$ cat src/rtl/coin_credit_unit.sv
// Coin credit front-end for the wash controller: debounce, credit, issue, refund.
// Optional idle auto-refund is built when TIMEOUT_REFUND_EN is defined.
module coin_credit_unit #(
   parameter int unsigned PRICE_SINGLE    = 4,
   parameter int unsigned PRICE_DOUBLE    = 7,
   parameter int unsigned DEBOUNCE_CYCLES = 4,
   parameter int unsigned CREDIT_W        = 8,
   parameter int unsigned TIMEOUT_CYCLES  = 1000
) (
   input  logic                CLK,
   input  logic                Rst_n,
   input  logic                Coin_raw,
   input  logic [1:0]          Coin_value,
   input  logic                Double_req,
   input  logic                Cancel,
   input  logic                Wash_done,
   output logic                Coin_in,
   output logic                Double_wash,
   output logic                Refund_pulse,
   output logic [CREDIT_W-1:0] Refund_amount,
   output logic [CREDIT_W-1:0] Credit,
   output logic                Busy
);

   localparam int DBW = $clog2(DEBOUNCE_CYCLES + 1);
   localparam logic [DBW-1:0] DB_MAX  = DBW'(DEBOUNCE_CYCLES);
   localparam logic [DBW-1:0] DB_LAST = DBW'(DEBOUNCE_CYCLES - 1);

   localparam logic [CREDIT_W-1:0] P_S = CREDIT_W'(PRICE_SINGLE);
   localparam logic [CREDIT_W-1:0] P_D = CREDIT_W'(PRICE_DOUBLE);

   typedef enum logic [2:0] {
      IDLE,
      COLLECT,
      ISSUE,
      WASHING,
      REFUND
   } state_t;

   state_t              state_q;
   logic                sync1_q;
   logic                sync2_q;
   logic [DBW-1:0]      db_cnt_q;
   logic                wd_q;
   logic [CREDIT_W-1:0] credit_q;
   logic                coin_in_q;
   logic                dbl_q;
   logic                refund_q;
   logic [CREDIT_W-1:0] refund_amt_q;
   logic                busy_q;

   logic                accept;
   logic [CREDIT_W-1:0] coin_amt;
   logic [CREDIT_W:0]   credit_sum;
   logic [CREDIT_W-1:0] credit_add;
   logic [31:0]         price_sel;
   logic                price_met;
   logic [CREDIT_W-1:0] issue_price;
   logic                wd_rise;
   logic                tmo_hit;
   logic                do_refund;

   // Synchronise the coin sensor, debounce it, and register Wash_done for edges
   always_ff @(posedge CLK) begin
      if (!Rst_n) begin
         sync1_q  <= 1'b0;
         sync2_q  <= 1'b0;
         db_cnt_q <= '0;
         wd_q     <= 1'b0;
      end else begin
         sync1_q <= Coin_raw;
         sync2_q <= sync1_q;
         wd_q    <= Wash_done;
         if (!sync2_q) begin
            db_cnt_q <= '0;
         end else if (db_cnt_q != DB_MAX) begin
            db_cnt_q <= db_cnt_q + 1'b1;
         end
      end
   end

   // A coin is taken only on the cycle the counter climbs onto its limit
   assign accept = sync2_q && (db_cnt_q == DB_LAST);

   // Denomination decode of the sampled value code
   always_comb begin
      coin_amt = '0;
      case (Coin_value)
         2'b00:   coin_amt = CREDIT_W'(1);
         2'b01:   coin_amt = CREDIT_W'(2);
         2'b10:   coin_amt = CREDIT_W'(5);
         default: coin_amt = CREDIT_W'(10);
      endcase
   end

   // Saturating credit add; the carry bit flags overflow
   always_comb begin
      credit_sum = {1'b0, credit_q};
      if (accept) begin
         credit_sum = {1'b0, credit_q} + {1'b0, coin_amt};
      end
      credit_add = credit_sum[CREDIT_W] ? '1 : credit_sum[CREDIT_W-1:0];
   end

   assign price_sel   = Double_req ? 32'(PRICE_DOUBLE) : 32'(PRICE_SINGLE);
   assign price_met   = 32'(credit_add) >= price_sel;
   assign issue_price = dbl_q ? P_D : P_S;
   assign wd_rise     = Wash_done && !wd_q;

`ifdef TIMEOUT_REFUND_EN
   localparam int TW = $clog2(TIMEOUT_CYCLES + 1);
   localparam logic [TW-1:0] TMO_LAST = TW'(TIMEOUT_CYCLES - 1);

   logic [TW-1:0] tmo_cnt_q;

   assign tmo_hit = (state_q == COLLECT) && !accept &&
                    (tmo_cnt_q == TMO_LAST);

   // Idle timer in COLLECT; any new coin restarts it
   always_ff @(posedge CLK) begin
      if (!Rst_n) begin
         tmo_cnt_q <= '0;
      end else if (state_q != COLLECT || accept) begin
         tmo_cnt_q <= '0;
      end else if (!tmo_hit) begin
         tmo_cnt_q <= tmo_cnt_q + 1'b1;
      end
   end
`else
   assign tmo_hit = (TIMEOUT_CYCLES == 0) && 1'b0;
`endif

   assign do_refund = (Cancel || tmo_hit) && (credit_add != '0);

   // Main controller: state, credit balance and all registered outputs
   always_ff @(posedge CLK) begin
      if (!Rst_n) begin
         state_q      <= IDLE;
         credit_q     <= '0;
         coin_in_q    <= 1'b0;
         dbl_q        <= 1'b0;
         refund_q     <= 1'b0;
         refund_amt_q <= '0;
         busy_q       <= 1'b0;
      end else begin
         coin_in_q    <= 1'b0;
         refund_q     <= 1'b0;
         refund_amt_q <= '0;
         unique case (state_q)
            IDLE: begin
               credit_q <= credit_add;
               if (accept || credit_q != '0) begin
                  state_q <= COLLECT;
               end
            end
            COLLECT: begin
               if (do_refund) begin
                  credit_q     <= '0;
                  refund_q     <= 1'b1;
                  refund_amt_q <= credit_add;
                  state_q      <= REFUND;
               end else if (price_met) begin
                  credit_q  <= credit_add;
                  coin_in_q <= 1'b1;
                  dbl_q     <= Double_req;
                  busy_q    <= 1'b1;
                  state_q   <= ISSUE;
               end else begin
                  credit_q <= credit_add;
               end
            end
            ISSUE: begin
               credit_q <= credit_add - issue_price;
               state_q  <= WASHING;
            end
            WASHING: begin
               credit_q <= credit_add;
               if (wd_rise) begin
                  dbl_q   <= 1'b0;
                  busy_q  <= 1'b0;
                  state_q <= (credit_add != '0) ? COLLECT : IDLE;
               end
            end
            REFUND: begin
               credit_q <= credit_add;
               state_q  <= IDLE;
            end
            default: begin
               state_q <= IDLE;
            end
         endcase
      end
   end

   assign Coin_in       = coin_in_q;
   assign Double_wash   = dbl_q;
   assign Refund_pulse  = refund_q;
   assign Refund_amount = refund_amt_q;
   assign Credit        = credit_q;
   assign Busy          = busy_q;

endmodule

$ cat config.mk
export PLATFORM = sky130hd
export DESIGN_NAME = coin_credit_unit
export DESIGN_NICKNAME = d
export VERILOG_FILES = /design/src/rtl/coin_credit_unit.sv
export SDC_FILE = /design/constraint.sdc
export NUM_CORES = 1
export LEC_CHECK = 0
export CAP_MARGIN = 0
export CORE_MARGIN = 3
export CORE_UTILIZATION = 25
export DETAILED_ROUTE_END_ITERATION = 10
export RECOVER_POWER = 25
export SETUP_SLACK_MARGIN = 0.15
export SLEW_MARGIN = 20
export SYNTH_ARGS = -nofsm -noshare
export SYNTH_HDL_FRONTEND = slang
export SYNTH_SLANG_ARGS = --single-unit
$ cat constraint.sdc
create_clock -name CLK -period 7 [get_ports CLK]
set_input_delay 0.7 -clock CLK [delete_from_list [all_inputs] [get_ports CLK]]
set_output_delay 0.7 -clock CLK [all_outputs]
set_load 0.03 [all_outputs]
# Word-level counts from Yosys, hierarchy flattened
# Index checks and enable logic that the tools add are counted.
[totals]
output_inout_bits = 20
register_bits = 29
elab_cells = 70
[classes]
muxes = 22
bitwise_logic = 2
magnitude_cmp = 1
addsub = 3
reduce_logical = 18
n_eq_ne = 13
[ops]
columns = ["operator", "count"]
rows = [
  ["8-bit case mux with 3 select lines", 1],
  ["8-bit two-way mux", 2],
  ["8-bit nonzero test", 2],
  ["3-bit two-way mux", 4],
  ["3-bit case mux with 4 select lines", 1],
  ["4-bit case mux with 3 select lines", 1],
  ["8-bit by 8-bit adder with 9-bit output", 1],
  ["3-bit by 2-bit == test with 1-bit output (second input constant)", 3],
  ["9-bit two-way mux", 1],
  ["8-bit by 3-bit >= comparator with 1-bit output", 1],
  ["1-bit two-way mux", 8],
  ["2-bit != test (second input constant)", 4],
  ["8-bit by 3-bit subtractor with 8-bit output", 1],
  ["3-bit != test (second input constant)", 2],
  ["3-bit AND reduction", 2],
  ["3-bit OR reduction", 2],
  ["2-bit two-way mux", 2],
  ["1-bit case mux with 2 select lines", 2],
  ["2-bit AND reduction", 2],
  ["4-bit AND reduction", 1],
  ["3-bit by 1-bit adder with 3-bit output (second input constant)", 1],
  ["3-bit by 1-bit == test with 1-bit output (second input constant)", 1],
  ["3-bit == test (second input constant)", 1],
  ["1-bit logical AND", 3],
  ["other kinds (9)", 10],
]

# Longest topological paths before layout
[depth]
depth_word = 9
ltp_mapped = 14
ltp_nobuf = 14

# Least setup slack after synthesis
# Ideal clock, no wire load.
[synth_timing]
path_kind = "input-to-reg"
startpoint = "input Coin_value[0]"
endpoint = "register credit_q[6], in the netlist Credit[6]"
setup_ns = 0.103
t_arrival_ns = 3.369
n_path_buf = 0
stages = 14
path_slack_ns = 3.527
t_required_ns = 6.897
cell_sequence = "inv_1 > ha_1 > fa_1 > nand3_1 > and2_4 > nor2_2 > a211oi_1 > ha_1 > inv_1 > fa_1 > nand2_1 > nand3_1 > nor3b_1 > a2111oi_2"
[synth_via]
elab_chain_cells = 9
elab_cells_between_ends = 12
classes_between = "add/sub (2); eq/ne (2); mux (5); reduce/logical (3)"
[synth_lines]
columns = ["item", "line", "source"]
rows = [
  ["start, declared", "13", "input logic [1:0] Coin_value,"],
  ["2-bit == test (tied with other cells)", "88", "case (Coin_value)"],
  ["4-bit case mux with 3 select lines *", "88", ""],
  ["8-bit by 8-bit adder with 9-bit output *", "100", "credit_sum = {1'b0, credit_q} + {1'b0, coin_amt};"],
  ["9-bit two-way mux *", "99", "if (accept) begin"],
  ["8-bit two-way mux *", "102", "credit_add = credit_sum[CREDIT_W] ? '1 : credit_sum[CREDIT_W-1:0];"],
  ["parallel branches: the longest is 3 deep, another holds 8-bit by 3-bit subtractor with 8-bit output", "-", ""],
  ["8-bit case mux with 3 select lines *", "149", "unique case (state_q)"],
  ["end signal, assigned", "151", "credit_q <= credit_add;"],
  ["end signal, assigned", "163", "credit_q <= credit_add;"],
  ["end signal, assigned", "169", "credit_q <= credit_add;"],
  ["end, declared", "45", "logic [CREDIT_W-1:0] credit_q;"],
]
# Every way passes the cells marked *.
# A chain may end at the register's enable or synchronous reset.

# Worst setup path in the final report
# Same ends and word-level chain as after synthesis.

==> flow_metrics.py <==
metrics = {
    "floorplanning": {
        "coreArea_um2": 7370,
        "rows": 31,
        "ios": 28,
        "die_h_um": 93.8,
        "initial_utilization": 0.262,
        "die_w_um": 93.8,
        "die_area_um2": 8800,
    },
    "clock_tree": {
        "cts_tree": "done",
        "path_clk_slew_ns": 0.06,
        "cts_root_buf": "clkbuf_8",
        "ctsHoldBuffers": 0,
        "post_cts.repair.setup_buffers": 0,
        "cts.sinks": 29,
        "clock_path_buffers": 2,
        "cts_made_buffers": 5,
        "clk_latency_ns": 0.28,
        "htree_levels": 2,
        "cts_resized": 0,
    },
    "timing": {
        "hold_violations": 0,
        "worst_slack_ns": 2.70,
        "rsz0062_at_grt": "no",
        "finalCritPeriodShare": 0.614,
        "max_slew_margin": 0.347,
        "worst_pin_slew_ns": 0.980,
        "finClkSkew_ns": 0.00566,
        "fin_crit_ns": 4.30,
        "tns_ns": 0,
        "setup_viol": 0,
        "slew_violations": 0,
        "fmax_mhz": 233,
    },
    "placement": {
        "place.gp.congestion": 0.801,
        "port_buffers": 27,
        "post-dp-hpwl_um": 3720,
        "place_ws_ns": 2.51,
        "place_area_um2": 2270,
    },
    "global_route": {
        "grt_pass1_wl_um": 8420,
        "grt-ovfl-total": 0,
        "gr-usage-all-layers": 0.119,
        "grt_max_degree": 25,
        "antenna_found_initial": 0,
        "grt_pass1_vias": 1744,
    },
    "route": {
        "drcViolationCount": 0,
        "met3_length_um": 309,
        "avgRoutedWirePerCell_um": 13.8,
        "drt-met1-wl_um": 2380,
        "drt_iter0_markers": 150,
        "top_layer_used": "met4",
        "antenna_left": 0,
        "wl_met2_um": 2160,
        "via_per_inst": 4.98,
        "via_count": 1783,
        "wl_um": 4940,
        "first_pass_iters": 4,
    },
    "yosys": {
        "yosys-top-cells-count": "29 x dfxtp_1, 25 x nor2_1, 21 x nand2_1",
        "yosysTopAreaCellShare": 0.301,
        "syn_inst": 230,
        "synth_area_per_cell_um2": 8.38,
        "synth-seq-cells": 29,
        "yosys_warnings": 0,
        "synth_nets": 251,
        "synth.area.top_cells": "dfxtp_1 30%, ha_1 7.1%, nor2_1 4.9%",
        "async_reset_ff_frac": 0,
        "synth_edf_count": 0,
        "netlist_area_um2": 1930,
        "yosysMostFrequentCell": "dfxtp_1",
        "ys.flop_type": "dfxtp_1",
        "synth-seq-area-share": 0.301,
        "synth_cell_types": 63,
        "yosysTopAreaCell": "dfxtp_1",
    },
    "layout": {
        "n_antenna_cell": 0,
        "nFillCells": 804,
        "finish.utilization": 0.324,
        "final_area_um2": 2380,
        "drive_gt1_frac": 0.0888,
        "fin_nets": 279,
        "area_growth_pct": 23.7,
    },
    "worst_hold_path": {
        "min-delay-path-class": "reg -> reg",
        "whs_path_depth": 1,
    },
    "critical_path": {
        "reg2reg_depth": 13,
        "critPathSlowestCell": "clkdlybuf4s50_1",
        "critical_path_class": "in -> reg",
        "critPathMaxStageDelay_ns": 0.57,
        "path_cells": "clkdlybuf4s50_1 > inv_1 > ha_1 > fa_1 > nand3_1 > and2_4 > nor2_2 > a211oi_1 > ha_1 > inv_1 > fa_1 > nand2_1 > nand3_1 > nor3b_1 > a2111oi_2",
        "end_kind": "flop",
        "critPathMaxFanout": 6,
        "required_ns": 7.17,
        "start_kind": "input port",
        "arrival_ns": 4.46,
    },
    "power": {
        "peakVddDrop_uv": 172,
        "p_leak_nw": 0.904,
        "powerDensity_nw_per_um2": 395,
    },
    "status": {
        "status": "finished clean",
    },
    "flow_run": {
        "max_cap_violations": 0,
    },
}
[layout make-up]
| type | instances | area (um^2) | share of cell area |
|---|---|---|---|
| multi-input cells | 180 | 1240 | 0.519 |
| flip-flops and latches | 29 | 581 | 0.243 |
| repair buffers | 28 | 274 | 0.115 |
| well taps | 99 | 124 | 0.0519 |
| clock buffers | 7 | 86.3 | 0.0362 |
| inverters | 14 | 52.6 | 0.0220 |
| clock inverters | 1 | 30.0 | 0.0126 |
[cell families (layout without fill, tap and decap cells)]
family	Yosys count	count (layout)	share of synthesized area
compound gates	63	63	0.249
xor+xnor	2	2	0.00909
fa+ha+maj	13	13	0.0921
buf+inv	21	50	0.0571
flops	29	29	0.301
mux	3	3	0.0188
simple gates	99	99	0.273
[metal layers]
metal / vias to the layer above / global-route usage
met4: 0 / 0.0445
met5: - / 0
met3: 12 / 0.0313
met1: 820 / 0.158
li1: 896 / -
met2: 55 / 0.185
[flip-flops by register name (all words and copies together), names as in the netlist]
name           cells
sync2_q            1
db_cnt_q           3
Refund_pulse       1
state_q            3
sync1_q            1
Double_wash        1
Refund_amount      8
Coin_in            1
wd_q               1
Busy               1
Credit             8
[power by group]
part,switching [W],internal (W)
sequential,0.0000569,0.000197
combinational,0.000309,0.000200
clock,0.0000628,0.000116
total,0.000428,0.000512
[final timing paths]
| check | from | to | slack [ns] |
|---|---|---|---|
| max | Coin_value[0] | Credit[6]$_SDFFE_PN0P_ | 2.70 |
| min | sync1_q$_SDFF_PN0_ | sync2_q$_SDFF_PN0_ | 0.43 |
| max reg2reg | Credit[0]$_SDFFE_PN0P_ | Credit[6]$_SDFFE_PN0P_ | 3.38 |
| min reg2reg | sync1_q$_SDFF_PN0_ | sync2_q$_SDFF_PN0_ | 0.43 |
[cells in the final DEF, fill, tap and decap left out, types with 4 or more instances in the layout]
master / instances
nand2_1: 21
a21oi_1: 13
clkbuf_8: 6
ha_1: 11
dlygate4sd3_1: 7
dfxtp_1: 29
nor2b_1: 7
o21ai_0: 13
a31oi_1: 4
nand4_1: 6
nand3_1: 8
clkdlybuf4s50_1: 20
and2_1: 4
inv_1: 14
nor2_1: 25
a211oi_1: 5
[through the flow]
| step | hold slack [ns] | instances | power, W |
|---|---|---|---|
| 4_1_cts | 0.435 | 358 | 0.000941 |
| 3_3_place_gp | 0.416 | 350 | 0.000753 |
| 5_1_grt | 0.463 | 358 | 0.00101 |
| 6_report | 0.433 | 358 | 0.000941 |
| 3_5_place_dp | 0.419 | 350 | 0.000755 |
| 2_1_floorplan | 0.412 | 230 | 0.000625 |
[critical path: cells and delay by family]
kind	cells	cell delay (ns)
buffers and inverters	3	0.70
AOI/OAI and AO/OA	2	0.92
adders and majority gates	4	1.31
and+or+nand+nor	6	0.83
No activity file was read; power rests on OpenSTA's default activity.
